**config.mk**
```make
export PLATFORM = sky130hd
export DESIGN_NAME = mem_bus_arbiter
export DESIGN_NICKNAME = d
export VERILOG_FILES = /design/src/rtl/mem_bus_arbiter.sv
export SDC_FILE = /design/constraint.sdc
export NUM_CORES = 1
export LEC_CHECK = 0
export BUFFER_PORTS_ARGS = -buffer_cell sky130_fd_sc_hd__buf_2
export CAP_MARGIN = 20
export CORE_UTILIZATION = 35
export CTS_CLUSTER_SIZE = 30
export DETAILED_ROUTE_END_ITERATION = 6
export GPL_TIMING_DRIVEN = 0
export PLACE_DENSITY = 0.7
export SLEW_MARGIN = 20
export SYNTH_ARGS = -nofsm -noshare
export SYNTH_HDL_FRONTEND = slang
export SYNTH_SLANG_ARGS = --single-unit
```
**constraint.sdc**
```tcl
create_clock -name clk -period 2.3 [get_ports clk]
set_input_delay 0.23 -clock clk [delete_from_list [all_inputs] [get_ports clk]]
set_output_delay 0.23 -clock clk [all_outputs]
set_load 0.005 [all_outputs]
```
**src/rtl/mem_bus_arbiter.sv**
```systemverilog
// -----------------------------------------------------------------------------
// mem_bus_arbiter
//
// Shares one SRAM-like memory bus between the CPU instruction-fetch port and
// the MEM-stage data port. Only one bus transaction is outstanding at a time.
// Data requests win by default. A starvation counter lets fetch win once after
// STARVE_MAX consecutive data grants that were made while fetch was waiting.
//
// Ports
//   clk, resetn                     clock, asynchronous active-low reset
//   inst_req/inst_addr              fetch request (always a word read)
//   inst_addr_ok/inst_data_ok       fetch accept / fetch read data valid
//   inst_rdata                      fetch read data (bus_rdata passthrough)
//   data_req/wr/size/addr/wdata     MEM-stage request fields
//   data_addr_ok/data_data_ok       data accept / read data valid or write done
//   data_rdata                      data read data (bus_rdata passthrough)
//   bus_req/wr/size/addr/wdata      registered request toward the bus bridge
//   bus_addr_ok/bus_data_ok         bridge request accept / response
//   bus_rdata                       bridge read data
//   busy                            a transaction is in progress
// -----------------------------------------------------------------------------
module mem_bus_arbiter #(
    parameter int ADDR_W     = 32,
    parameter int DATA_W     = 32,
    parameter int STARVE_MAX = 4
) (
    input  logic              clk,
    input  logic              resetn,

    input  logic              inst_req,
    input  logic [ADDR_W-1:0] inst_addr,
    output logic              inst_addr_ok,
    output logic              inst_data_ok,
    output logic [DATA_W-1:0] inst_rdata,

    input  logic              data_req,
    input  logic              data_wr,
    input  logic [1:0]        data_size,
    input  logic [ADDR_W-1:0] data_addr,
    input  logic [DATA_W-1:0] data_wdata,
    output logic              data_addr_ok,
    output logic              data_data_ok,
    output logic [DATA_W-1:0] data_rdata,

    output logic              bus_req,
    output logic              bus_wr,
    output logic [1:0]        bus_size,
    output logic [ADDR_W-1:0] bus_addr,
    output logic [DATA_W-1:0] bus_wdata,
    input  logic              bus_addr_ok,
    input  logic              bus_data_ok,
    input  logic [DATA_W-1:0] bus_rdata,

    output logic              busy
);

    localparam int CNT_W = $clog2(STARVE_MAX + 1);
    localparam logic [CNT_W-1:0] CNT_MAX = CNT_W'(STARVE_MAX);

    typedef enum logic [1:0] {
        IDLE = 2'd0,
        ADDR = 2'd1,
        DATA = 2'd2
    } state_t;

    state_t           state;
    state_t           next_state;
    logic             owner;        // 0 = inst, 1 = data
    logic [CNT_W-1:0] starve_cnt;
    logic             starve_hit;
    logic             grant_inst;
    logic             grant_data;

    // Fetch has waited through STARVE_MAX data grants: it wins this time.
    assign starve_hit = inst_req && (starve_cnt == CNT_MAX);

    always_comb begin
        next_state   = state;
        grant_inst   = 1'b0;
        grant_data   = 1'b0;
        inst_data_ok = 1'b0;
        data_data_ok = 1'b0;
        case (state)
            IDLE: begin
                // Gated with resetn so no accept pulse escapes while in reset.
                if (resetn) begin
                    if (data_req && !starve_hit) begin
                        grant_data = 1'b1;
                    end else if (inst_req) begin
                        grant_inst = 1'b1;
                    end
                end
                if (grant_data || grant_inst) begin
                    next_state = ADDR;
                end
            end
            ADDR: begin
                if (bus_addr_ok) begin
                    next_state = DATA;
                end
            end
            DATA: begin
                if (bus_data_ok) begin
                    inst_data_ok = !owner;
                    data_data_ok = owner;
                    next_state   = IDLE;
                end
            end
            default: next_state = IDLE;
        endcase
    end

    assign inst_addr_ok = grant_inst;
    assign data_addr_ok = grant_data;
    assign inst_rdata   = bus_rdata;
    assign data_rdata   = bus_rdata;
    assign busy         = (state != IDLE);

    always_ff @(posedge clk or negedge resetn) begin
        if (!resetn) begin
            state      <= IDLE;
            owner      <= 1'b0;
            starve_cnt <= '0;
            bus_req    <= 1'b0;
            bus_wr     <= 1'b0;
            bus_size   <= 2'b00;
            bus_addr   <= '0;
            bus_wdata  <= '0;
        end else begin
            state <= next_state;
            if (grant_data) begin
                owner     <= 1'b1;
                bus_req   <= 1'b1;
                bus_wr    <= data_wr;
                bus_size  <= data_size;
                bus_addr  <= data_addr;
                bus_wdata <= data_wdata;
                // Only count data grants that actually made fetch wait.
                if (!inst_req) begin
                    starve_cnt <= '0;
                end else if (starve_cnt != CNT_MAX) begin
                    starve_cnt <= starve_cnt + 1'b1;
                end
            end else if (grant_inst) begin
                owner      <= 1'b0;
                bus_req    <= 1'b1;
                bus_wr     <= 1'b0;
                bus_size   <= 2'b10;
                bus_addr   <= inst_addr;
                bus_wdata  <= '0;
                starve_cnt <= '0;
            end else if (state == ADDR && bus_addr_ok) begin
                bus_req <= 1'b0;
            end
        end
    end

endmodule

```
==> results by stage, run 1 <==
Run status:
- The run finished with clean final reports.

Timing:
- The count of final setup violators is 0.
- The final critical path time including I/O delays and setup is 2.06 ns.
- Setup repair after global routing left no endpoint under its margin.
- Timing would allow up to between 0.4 and 0.5 GHz.
- The worst-margin pin slew is 0.613 ns.
- Across the routed clock network, the largest skew measured is 0.0101 ns.
- The final critical-path setup slack is 0.235 ns.
- The count of final max-slew check failures was 0.
- Final hold analysis gives a worst-case slack of 0.0937 ns.
- The final-report hold violation count came to 0.
- The post-route fraction of the period consumed by the critical path is 0.898.
- Headroom to the max-slew limit came out at 0.592.

Place:
- The number of input and output port buffers inserted is roughly 240.
- The worst-case setup slack after placement is approximately 0.09 ns.
- At the end of routability-driven placement, the weighted congestion stood at between 0.8 and 0.9.
- The HPWL after detailed placement is 9470 µm.
- In this run, placement finished with an instance count of about 740.

CTS:
- The count of buffers added by post-CTS timing repair for setup is 0.
- The total number of clock tree sinks is 74.
- Counting along the longest clock path gives a buffer depth of 2.
- TritonCTS built the clock tree.
- The clock reaches the later pin of the worst-skew pair after about 0.35 ns.
- Clock-pin slew was measured on the worst setup and hold paths at 0.08 ns.
- Buffers inserted during clock tree synthesis total 9.
- Hold repair after CTS inserted 2 buffers.
- The clock root buffer master is sky130_fd_sc_hd__clkbuf_8.
- The number of levels in the clock H-tree is 3.
- The number of gates resized after cts is 0.

Finish:
- Of the cells placed in the final design, the portion with a size suffix greater than 1 is 0.577.
- The number of antenna cells inserted is 0.
- Counting the fill cells in the layout gives 1020.
- The finished layout holds roughly 760 standard cells, fillers aside.
- The utilization after layout is 0.521.
- The total number of nets in the final design is 760.
- The register area is 0.00185 mm².
- The combined area of the multi-input logic cells is 0.00132 mm².
- The area growth from synthesis to layout is 42.4%.

Critical path:
- In this run the critical register-to-register path is launched from starve_cnt[0].
- The data arrival time of the critical path is 1.83 ns.
- The critical path starts at state[1].
- On the critical path the largest part of the delay comes from buffers and inverters.
- The register-to-register setup slack is 0.31 ns.
- The critical path in this run is classified as reg -> out.
- The largest single stage delay on the critical path is 0.45 ns.
- The startpoint type of the worst setup path is a flop.
- The path length in cells of the critical path is 5.
- STA classifies the critical path endpoint as an output port.
- The worst register-to-register path ends at bus_addr[27].
- The worst setup path endpoint is data_addr_ok.
- Together, buffers and inverters on the worst path number 3.
- The cell with the most instances on the worst path is sky130_fd_sc_hd__buf_2.
- The number of cells on the worst reg-to-reg path is 7.
- The critical-path maximum fanout is 10.
- The critical path goes through or2_1, buf_2, nor3b_2, buf_2, buf_2.
- Data on the critical path is required at its endpoint by around 2.1 ns.
- The slowest stage of the critical path belongs to the cell sky130_fd_sc_hd__dfrtp_1.

Die:
- The initial cell density of the core is 0.366.
- The die outline area is 0.0114 mm².
- The initialized floorplan defines 37 standard-cell rows.
- The height of the die is between 100 and 150 µm.
- The floorplan step defined a core boundary enclosing between 0.01 and 0.015 mm².
- The floorplan step set the die width to ~110 µm.
- For this design the top-level I/O count stands at 274.

Detailed routing:
- The number of design-rule violations left by the first detailed-router iteration is 137.
- The total wire length is 12300 µm.
- Dividing the detail-routed via count by the number of cells gives 4.90.
- The total via count after detailed routing is about 3.7k.
- The post-route antenna net violation count is 0.
- In the final routed layout, each cell accounts on average for 16.1 µm.
- The remaining design rule violation count is 0.
- The first-pass detailed-route iteration total is 5.

Global route:
- Entering global routing, the biggest net connects 38 pins.
- The total congestion overflow is 0.
- The via count of the first global-routing pass is 3787.
- The combined global-route utilization of all metal layers is 0.213.
- The wire length of the first global-routing pass is 18800 µm.
- The number of antenna violations at the first check in global routing came to 0.

Yosys:
- Counting every instance in the synthesized netlist gives roughly 370.
- In this run, distinct cell masters in the synthesized netlist total 33.
- Among all flip-flop cells after synthesis, the most frequent one is sky130_fd_sc_hd__dfrtp_1.
- The synthesized netlist occupies a cell area of about 0.0038 mm².
- Counting every net in the synthesized netlist gives 505.
- The biggest area contributor in the post-synthesis netlist is sky130_fd_sc_hd__dfrtp_1.
- The commonest cells after synthesis are sky130_fd_sc_hd__dfrtp_1, sky130_fd_sc_hd__buf_4, sky130_fd_sc_hd__nor2_1, sky130_fd_sc_hd__a21oi_1, sky130_fd_sc_hd__a22o_1.
- The mean cell area of the mapped netlist is 10.5 µm².
- In this run, synthesis produced a sequential element count of 74.
- By instance count, the leading cell after synthesis is sky130_fd_sc_hd__dfrtp_1.
- The share of synthesized area in the top cell type comes to 0.484.
- The fraction of registers with async set or reset after synthesis is 1.00.
- In the post-synthesis netlist, the biggest area contributors are sky130_fd_sc_hd__dfrtp_1, sky130_fd_sc_hd__buf_4, sky130_fd_sc_hd__a22o_1.
- Yosys printed 0 warnings.
- In this run, synthesis inferred 0 flip-flops with an integrated enable.
- For this run, the register share of the synthesized area comes to 0.484.

Pwr:
- The power density over cell area is ~1000 mW/mm².
- The total design power is 0.00571 W.
- The reported leakage power is 2.91 nW.
- The worst IR drop on VDD is about 0.50 mV.

Min path:
- The classification of the worst-slack hold path is in -> reg.

Job:
- Across the run, the number of max-cap violations was 0.
==> worst min path at each step <==
stage,from,end,slack (ns),cells after the start
final,bus_data_ok,state[1],0.09,2
after global routing,bus_data_ok,state[1],0.08,2
after CTS,data_wdata[6],bus_wdata[6],0.08,2
after detailed placement,resetn,bus_wdata[27],0.25,1
after global placement,bus_data_ok,state[1],0.44,2
after floorplan,resetn,bus_addr[0],-0.07,0
==> flip-flops by register name, summed over array words and instances, names as in the netlist <==
register,count
bus_wr,1
state,2
bus_addr,32
owner,1
starve_cnt,3
bus_wdata,32
bus_size,2
bus_req,1
==> per-stage QoR <==
step	instance area, µm²	TNS, ns
6_report	5450	0
5_1_grt	5450	0
4_1_cts	5450	0
3_5_place_dp	5230	0
3_3_place_gp	5210	-46.61
2_1_floorplan	3830	0
==> cell families (layout without fill, tap and decap cells) <==
| group | after synthesis | count (layout) | share of synthesized area |
|---|---|---|---|
| flops | 74 | 74 | 0.484 |
| fa+ha+maj | 2 | 2 | 0.00653 |
| compound gates | 109 | 109 | 0.238 |
| buf+inv | 97 | 357 | 0.171 |
| simple gates | 84 | 84 | 0.101 |
==> where the power goes <==
| group | switching [W] | total [W] | internal, W |
|---|---|---|---|
| logic | 0.00121 | 0.00243 | 0.00122 |
| clock network | 0.000502 | 0.00101 | 0.000510 |
| registers | 0.000373 | 0.00227 | 0.00190 |
==> cells in the final DEF (no fill, tap or decap), drive strengths merged, types with 3 or more instances in the layout <==
master,instances
nand2b,4
a21oi,35
dfrtp,74
nor3b,3
nor2,65
clkbuf,18
a22o,34
a221oi,32
buf,330
inv,4
==> area by class of cell <==
class,count,share of cell area
sequential,74,0.340
multi-input combinational,195,0.242
timing repair buffer,244,0.231
buffer,94,0.118
tap,136,0.0312
clock buffer,11,0.0241
clock inverter,5,0.0117
inverter,3,0.00206
==> worst register-to-register path: stages, from the launching register on <==
cell	delay, ns
sky130_fd_sc_hd__dfrtp_1	0.36
sky130_fd_sc_hd__inv_1	0.07
sky130_fd_sc_hd__ha_1	0.21
sky130_fd_sc_hd__nand3_1	0.10
sky130_fd_sc_hd__nor2b_1	0.13
sky130_fd_sc_hd__clkbuf_1	0.29
sky130_fd_sc_hd__clkbuf_1	0.52
sky130_fd_sc_hd__a221oi_1	0.16
==> layer usage <==
| metal | GRT usage | vias up | part of all wire |
|---|---|---|---|
| met5 | 0 | - | 0 |
| met4 | 0.0773 | 0 | 0.016 |
| met3 | 0.0541 | 15 | 0.093 |
| met2 | 0.371 | 202 | 0.49 |
| met1 | 0.254 | 1764 | 0.40 |
| li1 | - | 1751 | - |
Note: power is estimated with default switching activity, not from simulation.
==> inputs of run 2 (changes only) <==
--- a/config.mk
+++ b/config.mk
@@ -7,11 +7,12 @@
 export LEC_CHECK = 0
 export BUFFER_PORTS_ARGS = -buffer_cell sky130_fd_sc_hd__buf_2
 export CAP_MARGIN = 20
-export CORE_UTILIZATION = 35
+export CORE_AREA = 2 2 107 109
 export CTS_CLUSTER_SIZE = 30
 export DETAILED_ROUTE_END_ITERATION = 6
+export DIE_AREA = 0 0 109 111
 export GPL_TIMING_DRIVEN = 0
-export PLACE_DENSITY = 0.7
+export PLACE_DENSITY = 0.71
 export SLEW_MARGIN = 20
 export SYNTH_ARGS = -nofsm -noshare
 export SYNTH_HDL_FRONTEND = slang
==> constraint.sdc (replaced) <==
create_clock -name clk -period 2.3 [get_ports clk]
set_input_delay 0.46 -clock clk [delete_from_list [all_inputs] [get_ports clk]]
set_output_delay 0.46 -clock clk [all_outputs]
set_load 0.005 [all_outputs]
==> run 2 against run 1 <==
  * Register-to-register slack better by 0.02 ns
  * Largest cell class unchanged
  * Clock power is 71% higher
  * Sequential share of layout area is 1.0 points lower
  * Routed wire length is 0.85% lower
  * Design area is 3.1% higher
  * Sequential power hardly changed
  * Clock skew is 0.0040 ns lower
  * Largest power group unchanged
  * Via count is 0.86% lower
==> results by stage, run 2 (synthesis results as in run 1) <==
Timing:
- The worst hold slack is 0.0550 ns (-0.0388 ns).
- Setup repair after global routing left no endpoint under its margin.
- The worst-margin pin slew is 0.650 ns (+0.0375 ns).
- The count of final max-slew check failures is 0 (unchanged).
- The post-route fraction of the period consumed by the critical path came to 0.958 (+0.0604).
- The worst-case clock skew is 0.00609 ns (-0.00403 ns).
- The count of final setup violators is 0 (unchanged).
- The final critical path time including I/O delays and setup is 2.20 ns (+0.139 ns).
- The final-report hold violation count was 0 (unchanged).
- The fmax is 0.454 GHz (-6.3%).
- The tightest slew margin relative to the limit is 0.567 (-0.0250).

Critical path:
- The startpoint type of the worst setup path is a flop.
- The startpoint of the most critical register-to-register path is starve_cnt[0].
- The number of buffer and inverter instances along the worst setup path is 3 (unchanged).
- The kind of critical path is reg -> out.
- The signal on the critical path passes through or2_1, buf_2, nor3b_2, buf_4, buf_2.
- The path length in cells of the critical path is 5 (unchanged).
- The worst setup path endpoint is data_addr_ok.
- The nature of the critical path endpoint is an output port.
- The cell with the largest stage delay on the worst path is sky130_fd_sc_hd__dfrtp_1.
- The critical-path maximum fanout is 10 (unchanged).
- The register-to-register setup slack is 0.33 ns (+0.02 ns).
- In this run the critical register-to-register path is captured at bus_addr[27].
- The data required time at the worst endpoint came to 1.84 ns (-0.23 ns).
- The cell with the most instances on the worst path is sky130_fd_sc_hd__buf_2.
- The delay of the slowest cell on the worst path is 0.45 ns (about the same).
- The data arrival time of the critical path came to 1.74 ns (-0.09 ns).
- The number of cells on the worst reg-to-reg path was 7 (unchanged).
- In this design, the largest share of critical-path delay is due to buffers and inverters.
- The critical path starts at state[1].

CTS:
- The deepest clock path buffer count is 2 (unchanged).
- The clock slew seen by the registers of the worst setup and hold paths is 0.06 ns (-0.02 ns).
- The cell sitting at the root of the clock tree is a sky130_fd_sc_hd__clkbuf_16.
- The clock network latency to the later pin of the worst-skew pair is 0.33 ns (-0.02 ns).
- The TritonCTS buffer count came to 9 (unchanged).
- The total number of clock tree sinks is 74 (unchanged).
- TritonCTS built the clock tree.
- The number of levels in the clock H-tree is 3 (unchanged).

Detailed routing:
- The number of design-rule violations left by the first detailed-router iteration is 152 (+11%).
- The first-pass detailed-route iteration total came to 4 (-1).
- The routed length per placed instance is 15.9 µm (-1.7%).
- The remaining design rule violation count came to 0 (unchanged).
- The post-route antenna net violation count came to 0 (unchanged).
- The total via count after detailed routing was 3700 (-0.86%).
- The total wire length is 12200 µm (-0.85%).
- The post-detailed-route via-to-cell ratio is 4.81 (-1.8%).

Finish:
- The share of cells above drive strength 1 is 0.579 (+0.00252).
- Leaving out fill and tap cells, the most frequent cells in the layout are sky130_fd_sc_hd__buf_2, sky130_fd_sc_hd__dfrtp_1, sky130_fd_sc_hd__buf_4.
- The total number of nets in the final design is 759 (-0.13%).
- The cell area after layout is 0.00562 mm² (+3.1%).
- The leading cell type in the layout, fill and taps excluded is sky130_fd_sc_hd__buf_2.
- The layout filler cell count is 1043 (+2.3%).
- Compared with the post-synthesis result, the final layout area differs by 46.7%.
- The largest registers in the layout are bus_addr x32, bus_wdata x32, starve_cnt x3.

Run status:
- The flow ran to the end, and the final reports show no timing, DRC or antenna violations.

Die:
- The height of the die was 111 µm (+4.1%).
- The core box area came to 0.0111 mm² (+5.9%).
- The top-level port count was 274 (unchanged).
- The initial cell density of the core is 0.346 (-0.0203).
- The row count is 39 (+5.4%).
- The die outline area is 0.0121 mm² (+6.5%).
- The horizontal die dimension is 109 µm (+2.2%).

Place:
- The global placement routability congestion is 0.838 (+2.6%).
- The HPWL after detailed placement came to 9410 µm (-0.61%).
- The number of input and output port buffers inserted is 241 (unchanged).
- The placed instance area is 0.00524 mm² (+0.17%).

Pwr:
- The worst IR drop on VDD is 0.587 mV (+18%).
- The reported leakage power was 2.98 nW (+2.6%).
- The power density over cell area is 1150 mW/mm² (+9.4%).
- The total design power is 0.00644 W (+13%).

Min path:
- The classification of the worst-slack hold path is in -> async.

Global route:
- The maximum number of pins on one net before global-route repair was 47 (+24%).
- The total congestion overflow came to 0 (unchanged).
- The via count of the first global-routing pass is 3674 (-3.0%).
- The number of antenna violations at the first check in global routing came to 2 (+2).
- The wire length of the first global-routing pass is 18700 µm (-0.77%).
- The combined global-route utilization of all metal layers is 0.199 (-0.0142).

Job:
- The max capacitance violation total came to 0 (unchanged).
-- run 2: cell types whose count changed in the layout (fill, tap and decap cells not counted), sizes merged --
| cell | change |
|---|---|
| dlygate4sd3 | -1 |
| clkinv | -1 |
| diode | +1 |
| clkbuf | -1 |
| clkinvlp | -1 |
| bufinv | +3 |
-- run 2: cell type report --
| cell class | instances | area [µm²] | area share |
|---|---|---|---|
| Antenna cell | 1 | 2.50 | 0.000445 |
| Buffer | 94 | 647 | 0.115 |
| Clock buffer | 10 | 229 | 0.0407 |
| Clock inverter | 6 | 138 | 0.0245 |
| Inverter | 3 | 11.3 | 0.00200 |
| Multi-Input combinational cell | 195 | 1320 | 0.235 |
| Sequential cell | 74 | 1850 | 0.329 |
| Tap cell | 143 | 179 | 0.0318 |
| Timing Repair Buffer | 243 | 1240 | 0.221 |
-- run 2: worst register-to-register path, cell delays in order, from the launching register on --
cell	delay, ns
sky130_fd_sc_hd__dfrtp_1	0.35
sky130_fd_sc_hd__inv_1	0.07
sky130_fd_sc_hd__ha_1	0.21
sky130_fd_sc_hd__nand3_1	0.09
sky130_fd_sc_hd__nor2b_1	0.13
sky130_fd_sc_hd__clkbuf_1	0.26
sky130_fd_sc_hd__clkbuf_1	0.55
sky130_fd_sc_hd__a221oi_1	0.17
-- run 2: per-stage QoR --
step | utilization | setup WS, ns | std cells | setup TNS, ns
3_3_place_gp | 0.471 | -1.05 | 750 | -65.64
4_1_cts | 0.507 | 0.0603 | 768 | 0
5_1_grt | 0.507 | 0.0167 | 768 | 0
2_1_floorplan | - | 0.680 | 366 | 0
6_report | 0.507 | 0.0962 | 769 | 0
3_5_place_dp | 0.473 | -0.209 | 751 | -5.55
-- run 2: metal layers --
| layer | vias to the layer above | track usage | part of all wire |
|---|---|---|---|
| met1 | 1743 | 0.234 | 0.40 |
| met2 | 197 | 0.342 | 0.48 |
| met5 | - | 0 | 0.0011 |
| li1 | 1740 | - | - |
| met4 | 2 | 0.0598 | 0.016 |
| met3 | 18 | 0.0629 | 0.10 |
-- run 2: how the worst min path moves through the flow --
stage	from	cells past startpoint	to	slack, ns
6_report	resetn	1	bus_wdata[0]	0.05
5_1_grt	resetn	1	bus_wdata[11]	0.07
4_1_cts	resetn	1	bus_wr	0.15
3_5_place_dp	bus_wdata[23]	1	bus_wdata[23]	0.48
3_3_place_gp	bus_req	1	bus_req	0.47
2_1_floorplan	resetn	0	bus_addr[0]	0.16
-- run 2: report_power, final --
group | internal [W] | switching [W] | total (W) | leakage (nW)
Combinational | 0.00122 | 0.00121 | 0.00243 | 1.92
Sequential | 0.00190 | 0.000376 | 0.00228 | 0.882
Clock | 0.00118 | 0.000555 | 0.00173 | 0.177
Total | 0.00430 | 0.00214 | 0.00644 | 2.98
-- run 2: timing repair --
item,4_1_cts,5_1_grt
pin swaps,0,0
hold buffers,0,0
hold endpoints to repair,0,0
setup buffers,1,0
gates resized for setup,1,1
endpoints found under the setup margin,2,1
==> inputs of run 3 (changes only) <==
--- a/config.mk
+++ b/config.mk
@@ -12,7 +12,7 @@
 export DETAILED_ROUTE_END_ITERATION = 6
 export DIE_AREA = 0 0 109 111
 export GPL_TIMING_DRIVEN = 0
-export PLACE_DENSITY = 0.71
+export PLACE_DENSITY = 0.77
 export SLEW_MARGIN = 20
 export SYNTH_ARGS = -nofsm -noshare
 export SYNTH_HDL_FRONTEND = slang
==> run 3 against run 2 <==
  * Die area is the same
  * Maximum frequency up 1.7%
  * Worst setup slack better by 0.036 ns
  * Clock skew is 0.00087 ns higher
  * Non-clock buffer count grew 2
  * Routed wire length shrank 0.83%
  * Sequential share of layout area up 0.41 points
  * Largest power group unchanged
==> results by stage, run 3 (synthesis results as in run 1) <==
Run status:
- The flow ran to the end, and the final reports show no timing, DRC or antenna violations.

Timing:
- The final-report hold violation count was 0 (unchanged).
- Setup repair after global routing left no endpoint under its margin.
- The final critical path time including I/O delays and setup came to 2.17 ns (-0.0361 ns).
- The count of final setup violators is 0 (unchanged).
- The worst-case clock skew was 0.00696 ns (+0.000869 ns).
- The worst-margin pin slew is 0.666 ns (+0.0159 ns).
- The count of final max-slew check failures is 0 (unchanged).
- The worst hold slack is 0.111 ns (+0.0560 ns).
- The tightest slew margin relative to the limit is 0.556 (-0.0106).
- The fmax is 0.461 GHz (+1.7%).
- The post-route fraction of the period consumed by the critical path is 0.942 (-0.0157).
- The final critical-path setup slack was 0.132 ns (+0.0361 ns).

Detailed routing:
- The first-pass detailed-route iteration total is 5 (+1).
- The post-detailed-route via-to-cell ratio is 4.83 (+0.43%).
- The total wire length is 12100 µm (-0.83%).
- The post-route antenna net violation count is 0 (unchanged).
- The number of design-rule violations left by the first detailed-router iteration came to 198 (+30%).
- The routed length per placed instance is 15.7 µm (-0.83%).
- The remaining design rule violation count is 0 (unchanged).
- The total via count after detailed routing is 3716 (+0.43%).

Finish:
- The largest registers in the layout are bus_addr x32, bus_wdata x32, starve_cnt x3.
- The layout filler cell count is 1059 (+1.5%).
- The leading cell type in the layout, fill and taps excluded is sky130_fd_sc_hd__buf_2.
- The utilization after layout is 0.501 (-0.00621).
- The share of cells above drive strength 1 is 0.580 (+0.000672).
- The top cell types in the final layout, fill and taps aside, are sky130_fd_sc_hd__buf_2, sky130_fd_sc_hd__dfrtp_1, sky130_fd_sc_hd__buf_4.
- The area growth from synthesis to layout is 45.0%.
- The total number of nets in the final design is 761 (+0.26%).
- The number of antenna cells inserted is 0 (-1).

Place:
- The worst-case setup slack after placement is -0.324 ns (-0.116 ns).
- The HPWL after detailed placement came to 9230 µm (-2.0%).
- The number of input and output port buffers inserted is 241 (unchanged).
- The global placement routability congestion is 0.756 (-9.8%).

CTS:
- The total number of clock tree sinks is 74 (unchanged).
- The clock root buffer master is sky130_fd_sc_hd__clkbuf_16.
- The clock network latency to the later pin of the worst-skew pair is 0.33 ns (about the same).
- The deepest clock path buffer count is 2 (unchanged).
- TritonCTS built the clock tree.
- The TritonCTS buffer count is 9 (unchanged).
- The number of levels in the clock H-tree is 3 (unchanged).
- The clock slew seen by the registers of the worst setup and hold paths was 0.06 ns (about the same).

Die:
- The top-level port count is 274 (unchanged).
- The core box area was 0.0111 mm² (unchanged).
- The die outline area came to 0.0121 mm² (unchanged).
- The horizontal die dimension is 109 µm (unchanged).
- The row count was 39 (unchanged).
- The height of the die is 111 µm (unchanged).
- The initial cell density of the core is 0.346 (unchanged).

Critical path:
- STA classifies the critical path startpoint as a flop.
- The kind of cell with the highest combined delay along the critical path is simple AND/OR/NAND/NOR gates.
- The cell with the most instances on the worst path is sky130_fd_sc_hd__buf_2.
- The nature of the critical path endpoint is an output port.
- The register-to-register setup slack is 0.30 ns (-0.03 ns).
- The number of buffer and inverter instances along the worst setup path is 3 (unchanged).
- The delay of the slowest cell on the worst path is 0.45 ns (about the same).
- The critical-path maximum fanout is 10 (unchanged).
- The cell with the largest stage delay on the worst path is sky130_fd_sc_hd__dfrtp_1.
- The data required time at the worst endpoint came to 1.84 ns (about the same).
- The data arrival time of the critical path is 1.71 ns (-0.03 ns).
- The kind of critical path is reg -> out.
- The critical path goes through or2_1, buf_2, nor3b_4, buf_6, buf_2.

Pwr:
- The reported leakage power is 2.95 nW (-1.2%).
- The total design power is 0.00599 W (-7.0%).
- The power density over cell area is 1080 mW/mm² (-5.8%).
- The worst IR drop on VDD is 0.562 mV (-4.2%).

Global route:
- The combined global-route utilization of all metal layers was 0.199 (-0.000269).
- The via count of the first global-routing pass is 3745 (+1.9%).
- The wire length of the first global-routing pass is 18500 µm (-1.0%).
- The total congestion overflow is 0 (unchanged).
- The maximum number of pins on one net before global-route repair came to 52 (+11%).
- The number of antenna violations at the first check in global routing is 1 (-1).

Min path:
- The classification of the worst-slack hold path is in -> async.

Job:
- The max capacitance violation total is 0 (unchanged).
[run 3: power by group]
| part | switching, W | total (W) | internal [W] |
|---|---|---|---|
| sequential | 0.000369 | 0.00227 | 0.00190 |
| clock | 0.000542 | 0.00127 | 0.000727 |
| combinational | 0.00122 | 0.00245 | 0.00123 |
| total | 0.00213 | 0.00599 | 0.00386 |
[run 3: final timing paths]
| check | start | endpoint | cells past startpoint |
|---|---|---|---|
| max | state[0] | data_addr_ok | 5 |
| min in group clk | bus_data_ok | state[1] | 2 |
| min reg2reg | bus_wr | bus_wr | 1 |
| min | resetn | starve_cnt[0] | 2 |
| max reg2reg | starve_cnt[0] | bus_addr[22] | 7 |
| max in group asynchronous | resetn | bus_addr[29] | 2 |
[run 3: layout make-up]
| class | instances | area (µm²) | share of cell area |
|---|---|---|---|
| clock buffer | 9 | 225 | 0.0406 |
| multi-input combinational | 195 | 1330 | 0.239 |
| clock inverter | 6 | 42.5 | 0.00766 |
| tap | 143 | 179 | 0.0322 |
| sequential | 74 | 1850 | 0.334 |
| timing repair buffer | 245 | 1260 | 0.227 |
| inverter | 3 | 11.3 | 0.00203 |
| buffer | 94 | 651 | 0.117 |
[run 3: per-stage QoR]
step	instance area, µm²	TNS, ns	instances
2_1_floorplan	3830	0	366
3_3_place_gp	5220	-66.02	750
3_5_place_dp	5250	-12.28	751
4_1_cts	5540	0	769
5_1_grt	5550	0	769
6_report	5550	0	769
[run 3: worst register-to-register path: stages (launching register included)]
cell,delay (ns)
sky130_fd_sc_hd__dfrtp_1,0.35
sky130_fd_sc_hd__inv_1,0.07
sky130_fd_sc_hd__ha_1,0.22
sky130_fd_sc_hd__nand3_1,0.10
sky130_fd_sc_hd__nor2b_1,0.13
sky130_fd_sc_hd__clkbuf_1,0.26
sky130_fd_sc_hd__clkbuf_1,0.56
sky130_fd_sc_hd__a221oi_1,0.17
[run 3: layer usage]
metal | track usage | part of all wire | up-vias
met5 | 0 | 0.0011 | -
met4 | 0.0436 | 0.0080 | 2
met3 | 0.0629 | 0.10 | 10
met2 | 0.343 | 0.49 | 189
met1 | 0.240 | 0.40 | 1761
li1 | - | - | 1754
[run 3: what timing repair did]
item | in CTS | in global routing
resized for setup | 1 | 4
endpoints found under the setup margin | 2 | 1
hold buffers | 2 | 0
endpoints found under the hold margin | 22 | 0
setup buffers | 1 | 0
